## src/rtl/serial_rx_pkg.sv

```systemverilog
// Shared types and constants for the serial nibble receiver.
// Holds the frame FSM encoding, frame width and bit-order selector values.
package serial_rx_pkg;

    localparam int FRAME_BITS = 4;

    localparam logic DIR_MSB_FIRST = 1'b0;
    localparam logic DIR_LSB_FIRST = 1'b1;

    typedef enum logic [1:0] {
        IDLE   = 2'd0,
        DATA   = 2'd1,
        PARITY = 2'd2
    } state_t;

endpackage

```

## src/rtl/serial_rx_shifter.sv

```systemverilog
// Frame shift register: clear wins over enable, direction picks the insertion end.
// Updates on the same edge as the strobe; no backpressure of its own.
module serial_rx_shifter
    import serial_rx_pkg::*;
(
    input  logic                  clk,
    input  logic                  rst,
    input  logic                  clr,
    input  logic                  en,
    input  logic                  dir,
    input  logic                  din,
    output logic [FRAME_BITS-1:0] sh
);

    logic [FRAME_BITS-1:0] sh_q;
    logic [FRAME_BITS-1:0] sh_d;

    always_comb begin
        sh_d = sh_q;
        if (clr) begin
            sh_d = '0;
        end else if (en) begin
            if (dir == DIR_LSB_FIRST) begin
                sh_d = {din, sh_q[FRAME_BITS-1:1]};
            end else begin
                sh_d = {sh_q[FRAME_BITS-2:0], din};
            end
        end
    end

    always_ff @(posedge clk or posedge rst) begin
        if (rst) begin
            sh_q <= '0;
        end else begin
            sh_q <= sh_d;
        end
    end

    assign sh = sh_q;

endmodule

```

## src/rtl/serial_nibble_receiver.sv

```systemverilog
// Receives start + 4 data bits + even parity; nibble appears one clock after the parity strobe.
// Output is a single-entry holding register: a good frame arriving while it is full and not drained is dropped with ovr_21.
module serial_nibble_receiver
    import serial_rx_pkg::*;
#(
    parameter int FRAME_BITS = 4
) (
    input  logic                  clk_21,
    input  logic                  rst_21,
    input  logic                  sin_21,
    input  logic                  sen_21,
    input  logic                  start_21,
    input  logic                  dir_21,
    input  logic                  ready_21,
    output logic [FRAME_BITS-1:0] dout_21,
    output logic                  valid_21,
    output logic                  busy_21,
    output logic                  perr_21,
    output logic                  ovr_21
);

    localparam logic [1:0] CNT_LAST = 2'(FRAME_BITS - 1);

    state_t                state_q, state_d;
    logic [1:0]            cnt_q, cnt_d;
    logic                  dir_q, dir_d;
    logic [FRAME_BITS-1:0] dout_q, dout_d;
    logic                  valid_q, valid_d;
    logic                  perr_q, perr_d;
    logic                  ovr_q, ovr_d;

    logic                  sh_clr;
    logic                  sh_en;
    logic [FRAME_BITS-1:0] sh;

    serial_rx_shifter u_shifter (
        .clk (clk_21),
        .rst (rst_21),
        .clr (sh_clr),
        .en  (sh_en),
        .dir (dir_q),
        .din (sin_21),
        .sh  (sh)
    );

    always_comb begin
        state_d = state_q;
        cnt_d   = cnt_q;
        dir_d   = dir_q;
        dout_d  = dout_q;
        valid_d = valid_q;
        perr_d  = 1'b0;
        ovr_d   = 1'b0;
        sh_clr  = 1'b0;
        sh_en   = 1'b0;

        // Consumer drain; a same-cycle load below overrides the clear.
        if (valid_q && ready_21) begin
            valid_d = 1'b0;
        end

        case (state_q)
            IDLE: begin
                if (start_21) begin
                    state_d = DATA;
                    cnt_d   = '0;
                    dir_d   = dir_21;
                    sh_clr  = 1'b1;
                end
            end
            DATA: begin
                if (sen_21) begin
                    sh_en = 1'b1;
                    cnt_d = cnt_q + 2'd1;
                    if (cnt_q == CNT_LAST) begin
                        state_d = PARITY;
                    end
                end
            end
            PARITY: begin
                if (sen_21) begin
                    state_d = IDLE;
                    if (^{sh, sin_21}) begin
                        perr_d = 1'b1;
                    end else if (!valid_q || ready_21) begin
                        dout_d  = sh;
                        valid_d = 1'b1;
                    end else begin
                        ovr_d = 1'b1;
                    end
                end
            end
            default: begin
                state_d = IDLE;
            end
        endcase
    end

    always_ff @(posedge clk_21 or posedge rst_21) begin
        if (rst_21) begin
            state_q <= IDLE;
            cnt_q   <= '0;
            dir_q   <= DIR_MSB_FIRST;
            dout_q  <= '0;
            valid_q <= 1'b0;
            perr_q  <= 1'b0;
            ovr_q   <= 1'b0;
        end else begin
            state_q <= state_d;
            cnt_q   <= cnt_d;
            dir_q   <= dir_d;
            dout_q  <= dout_d;
            valid_q <= valid_d;
            perr_q  <= perr_d;
            ovr_q   <= ovr_d;
        end
    end

    assign dout_21  = dout_q;
    assign valid_21 = valid_q;
    assign busy_21  = (state_q != IDLE);
    assign perr_21  = perr_q;
    assign ovr_21   = ovr_q;

endmodule

```

## config.mk

```make
export PLATFORM = sky130hd
export DESIGN_NAME = serial_nibble_receiver
export DESIGN_NICKNAME = d
export VERILOG_FILES = /design/src/rtl/serial_rx_pkg.sv /design/src/rtl/serial_rx_shifter.sv /design/src/rtl/serial_nibble_receiver.sv
export SDC_FILE = /design/constraint.sdc
export NUM_CORES = 1
export LEC_CHECK = 0
export ABC_AREA = 0
export BUFFER_PORTS_ARGS = -buffer_cell sky130_fd_sc_hd__clkbuf_2
export CAP_MARGIN = 40
export CORE_MARGIN = 8
export CORE_UTILIZATION = 30
export DETAILED_ROUTE_END_ITERATION = 16
export PLACE_DENSITY = 0.46
export SLEW_MARGIN = 20
export SYNTH_ARGS = -nofsm -noshare
export SYNTH_HDL_FRONTEND = slang
export SYNTH_SLANG_ARGS = --single-unit
```

## constraint.sdc

```tcl
create_clock -name clk_21 -period 2.1 [get_ports clk_21]
set_clock_uncertainty 0.15 [all_clocks]
set_input_delay 0.21 -clock clk_21 [delete_from_list [all_inputs] [get_ports clk_21]]
set_output_delay 0.21 -clock clk_21 [all_outputs]
set_load 0.02 [all_outputs]
```

After elaboration in Yosys (flattened, before gate mapping)
Index checks and enable logic that the tools add are counted.
{ "classes": {"add_sub_neg": 1, "n_eq_ne": 7, "mux": 27, "n_bitwise": 1, "n_reduce_logical": 12} }
{ "op_table": {"columns": ["op", "n"], "rows": [
  ["$mux 1", 16],
  ["$mux 2", 6],
  ["$mux 4", 3],
  ["$ne 2x2->1 const B", 4],
  ["$reduce_and 4->1", 2],
  ["$pmux 2 s3", 1],
  ["$reduce_bool 2->1", 3],
  ["$reduce_xor 5->1", 1],
  ["$eq 2x2->1 const B", 2],
  ["$pmux 2 s2", 1],
  ["$reduce_and 3->1", 1],
  ["$add 2x1->2 const B", 1],
  ["$eq 2x1->1 const B", 1],
  ["$logic_not 2->1", 1],
  ["$reduce_and 2->1", 1],
  ["$logic_and 1x1->1", 1],
  ["$logic_not 1->1", 1],
  ["$logic_or 1x1->1", 1],
  ["$not 1->1", 1]
]} }
{ "totals": {"reg_bits": 16, "inputBits": 7, "output_inout_bits": 8, "wordCells": 56} }

Logic depth before layout (Yosys ltp)
{ "logic_depth": {"ltp_word": 6, "depth_mapped": 6, "depth_no_buf": 4} }

Hierarchy
Synthesis repeated with hierarchy kept, for this count alone.
{ "unflattened": {"cells_unflattened": 81, "area_unflattened_um2": 848.3} }
{ "modules_own_cells": {"columns": ["mod", "n_inst", "cells_per_inst", "area_each_um2", "seq_area_each_um2"], "rows": [
  ["serial_nibble_receiver", 1, 62, 650.6, 300.3],
  ["serial_rx_shifter", 1, 19, 197.7, 100.1]
]} }

Least setup slack after synthesis
No wires, ideal clock.
{ "synth_timing": {"kind": "register to register", "startpoint": "register u_shifter.sh_q[2] (netlist: u_shifter.sh[2])", "endpoint": "register dout_q[0] (netlist: dout_21[0])", "setup_time_ns": 0.125, "arrival_time_ns": 1.421, "t_required_ns": 1.825, "setup_slack_ns": 0.404, "stages_incl_launch_ff": 5, "path_buffers": 0, "synth_period_minus_slack_ns": 1.696, "path_cell_list": "dfrtp_1 xnor2_2 xnor3_2 nand2_2 mux2_4"} }
{ "synth_via": {"elab_chain_len": 3} }
{ "synth_lines": {"columns": ["item", "line", "source"], "rows": [
  ["start, declared", "serial_rx_shifter.sv:15", "logic [FRAME_BITS-1:0] sh_q;"],
  ["start signal, assigned", "serial_rx_shifter.sv:33", "sh_q <= '0;"],
  ["start signal, assigned", "serial_rx_shifter.sv:35", "sh_q <= sh_d;"],
  ["$reduce_xor 5->1", "serial_nibble_receiver.sv:83", "if (^{sh, sin_21}) begin"],
  ["$not 1->1 (no source line)", null, null],
  ["$reduce_and 4->1 (no source line)", null, null],
  ["end signal, assigned", "serial_nibble_receiver.sv:112", "dout_q <= dout_d;"],
  ["end, declared", "serial_nibble_receiver.sv:27", "logic [FRAME_BITS-1:0] dout_q, dout_d;"]
]} }
No other way between the ends.
A chain may end at the register's enable or synchronous reset.

Worst setup path in the final report
{ "layout_timing": {"startpoint": "register u_shifter.sh_q[2] (netlist: u_shifter.sh[2])", "endpoint": "register dout_q[1] (netlist: dout_21[1])"} }
Same word-level chain as after synthesis.

==> results.cfg <==
[floorplanning]
start_util_pct = 31.5
ioPinCount = 15
rows = 18
die_w_um = 67.0
coreArea_um2 = 2480
fp.dieArea_um2 = 4490
die_h_um = 67.0

[detailed_routing]
avgViaCountPerCell = 4.50
remaining_drc_errors = 0
routedWlPerCell_um = 11.5
vias = 527
drtAntennaViolNets = 0
drtIter0Drc = 20
routed_wl_um = 1350
first_pass_iters = 4

[critical_path]
r2r_end = dout_21[1]
reg2reg_depth = 4
path_cells = xnor2_2, xnor3_2, nand2_2, mux2_4
worst_setup_path_end_kind = register
cp.arrival_ns = 1.81
path_buf_inv = 0
reg2reg_from = u_shifter.sh[2]
startpoint_type = register
slowest_delay_ns = 0.46
required_ns = 2.12
path_max_fanout = 5
cp_top_family = XOR/XNOR gates
reg2reg_setup_slack_ns = 0.31
crit_type = reg -> reg
crit_slowest_cell = dfrtp_1

[clock_network]
clock_latency_ns = 0.28
cts.repair_timing.setup_buffer_count = 0
ctsResizeCount = 0
clk_pin_slew_ns = 0.09
cts_root_buf = clkbuf_4
h-tree-depth = 1
clock_sinks = 16
hold_buffers = 2
cts_tree = done
clockBufferDepth = 2
numCtsBuffers = 3

[synth]
syn_area_um2 = 779
synth_seq_cells = 16
avgSynthCellArea_um2 = 11.0
synthCells = 71
yosysWarnings = 0
synth.net_count = 79
ys_seq_area_share_pct = 51.4
ys_types = 26

[run_status]
status = finished clean

[min_path]
holdPathEnd = perr_21
holdPathStages = 3
hold_class = in -> reg
hold_start = sen_21

[sta]
timing.fmax_mhz = 560
tightest_slew_ns = 0.640
report.final.slew_viol_count = 0
period_minus_slack_ns = 1.79
fin_crit_sh_pct = 85.0
finalSetupTns_ns = 0
rsz0062_at_grt = no
relSlewSlack_pct = 57.3
setup_viol = 0
hold_violations = 0

[cells_and_area]
drive_gt1_share_pct = 28.7
final_core_util_pct = 37.0
area_growth_pct = 17.7
nets = 97
num_antenna_cells = 0
fillCellCount = 265
fin_cells = 117

[grt]
antenna_found_initial = 0
grt_pass1_vias = 532
grt-ovfl-total = 0
grt_pass1_wl_um = 2370
grt_usage_pct = 7.03
grt_max_degree = 17

[power_and_ir_drop]
leakage_nw = 0.472
p_per_area_nw_per_um2 = 1050
ir_worst_vdd_uv = 408

[run]
drv_cap = 0

[place]
dp_hpwl_um = 1050
port_buffers = 14
place_congestion = 0.661
dp.cells = 112
-- metal layers --
layer	up-vias	wire [um]	GRT usage, %
met1	240	638	8.13
met5	-	0	0
met2	9	604	10.5
met4	0	34	5.48
met3	4	71	2.18
li1	274	-	-
-- area by class of cell --
type                            instances  area (um2)  share of cell area, %
Clock buffer                            3        22.5                   2.46
Inverter                                5        18.8                   2.05
Multi-Input combinational cell         47         348                   37.9
Sequential cell                        16         400                   43.7
Tap cell                               30        37.5                   4.09
Timing Repair Buffer                   16        90.1                   9.82
-- Yosys cell counts, drive strengths merged --
cell	number	area (um2)
a21oi	1	5.00
a311oi	1	8.76
and2	1	6.26
and3b	1	8.76
buf	2	8.75
clkbuf	1	3.75
dfrtp	16	400
ha	1	12.5
inv	5	18.8
mux2	4	56.3
mux2i	5	50.1
nand2	11	43.8
nand2b	2	12.5
nand3b	1	7.51
nand4b	1	8.76
nor2	3	11.3
nor3	1	5.00
o21a	1	7.51
o21ai	8	40.0
or2	1	6.26
xnor2	3	33.8
xnor3	1	23.8
-- flip-flops by register name (all words and copies together), names as in the netlist --
| name | flops |
|---|---|
| dout_21 | 4 |
| u_shifter.sh | 4 |
| cnt_q | 2 |
| state_q | 2 |
| dir_q | 1 |
| ovr_21 | 1 |
| perr_21 | 1 |
| valid_21 | 1 |
-- logic make-up (layout without fill, tap and decap cells) --
family                     after synthesis  after routing  share of synthesized area, %
muxes                                    9              9                          13.6
AOI/OAI and AO/OA                       11             11                          7.87
xor gates and xnor gates                 4              4                          7.38
buffers and inverters                    8             24                          4.01
and+or+nand+nor                         22             22                          14.1
adders and majority gates                1              1                          1.60
DFF                                     16             16                          51.4
-- worst max-delay path by stage --
| stage | end | from | cells after the start | slack, ns |
|---|---|---|---|---|
| floorplan | dout_21[0] | u_shifter.sh[2] | 4 | 0.40 |
| global placement | dout_21[2] | u_shifter.sh[2] | 4 | 0.36 |
| detailed placement | dout_21[0] | u_shifter.sh[2] | 4 | 0.32 |
| CTS | dout_21[0] | u_shifter.sh[2] | 4 | 0.31 |
| global route | dout_21[1] | u_shifter.sh[2] | 4 | 0.23 |
| finish | dout_21[1] | u_shifter.sh[2] | 4 | 0.31 |
-- power by group --
group          switching, W  internal, W  total (W)  leakage (nW)
Clock             0.0000903    0.0000664   0.000157        0.0138
Sequential        0.0000887     0.000383   0.000472         0.211
Combinational      0.000155     0.000181   0.000336         0.248
-- tightest hold or removal path, cell delays in order --
cell      delay, ns
clkbuf_2       0.13
inv_1          0.06
nor3_1         0.05
-- per-stage QoR --
stage | power, W | hold WS [ns] | setup WS (ns) | cell area [um2]
after floorplan | 0.000747 | -0.0263 | 0.404 | 779
after global placement | 0.000815 | 0.149 | 0.355 | 875
after detailed placement | 0.000820 | 0.155 | 0.322 | 875
after CTS | 0.000983 | 0.0461 | 0.308 | 917
after global routing | 0.00105 | 0.0565 | 0.231 | 917
final | 0.000964 | 0.0577 | 0.314 | 917
-- layout by cell type (no fill, tap or decap), types with 2 or more instances in the layout --
| master | instances |
|---|---|
| nand2b_1 | 2 |
| clkbuf_4 | 3 |
| xnor2_1 | 2 |
| mux2_4 | 3 |
| nand2_1 | 10 |
| dfrtp_1 | 16 |
| inv_1 | 5 |
| o21ai_0 | 8 |
| dlygate4sd3_1 | 2 |
| mux2i_1 | 5 |
| clkbuf_2 | 14 |
| nor2_1 | 3 |
(Power assumes the default switching activity.)
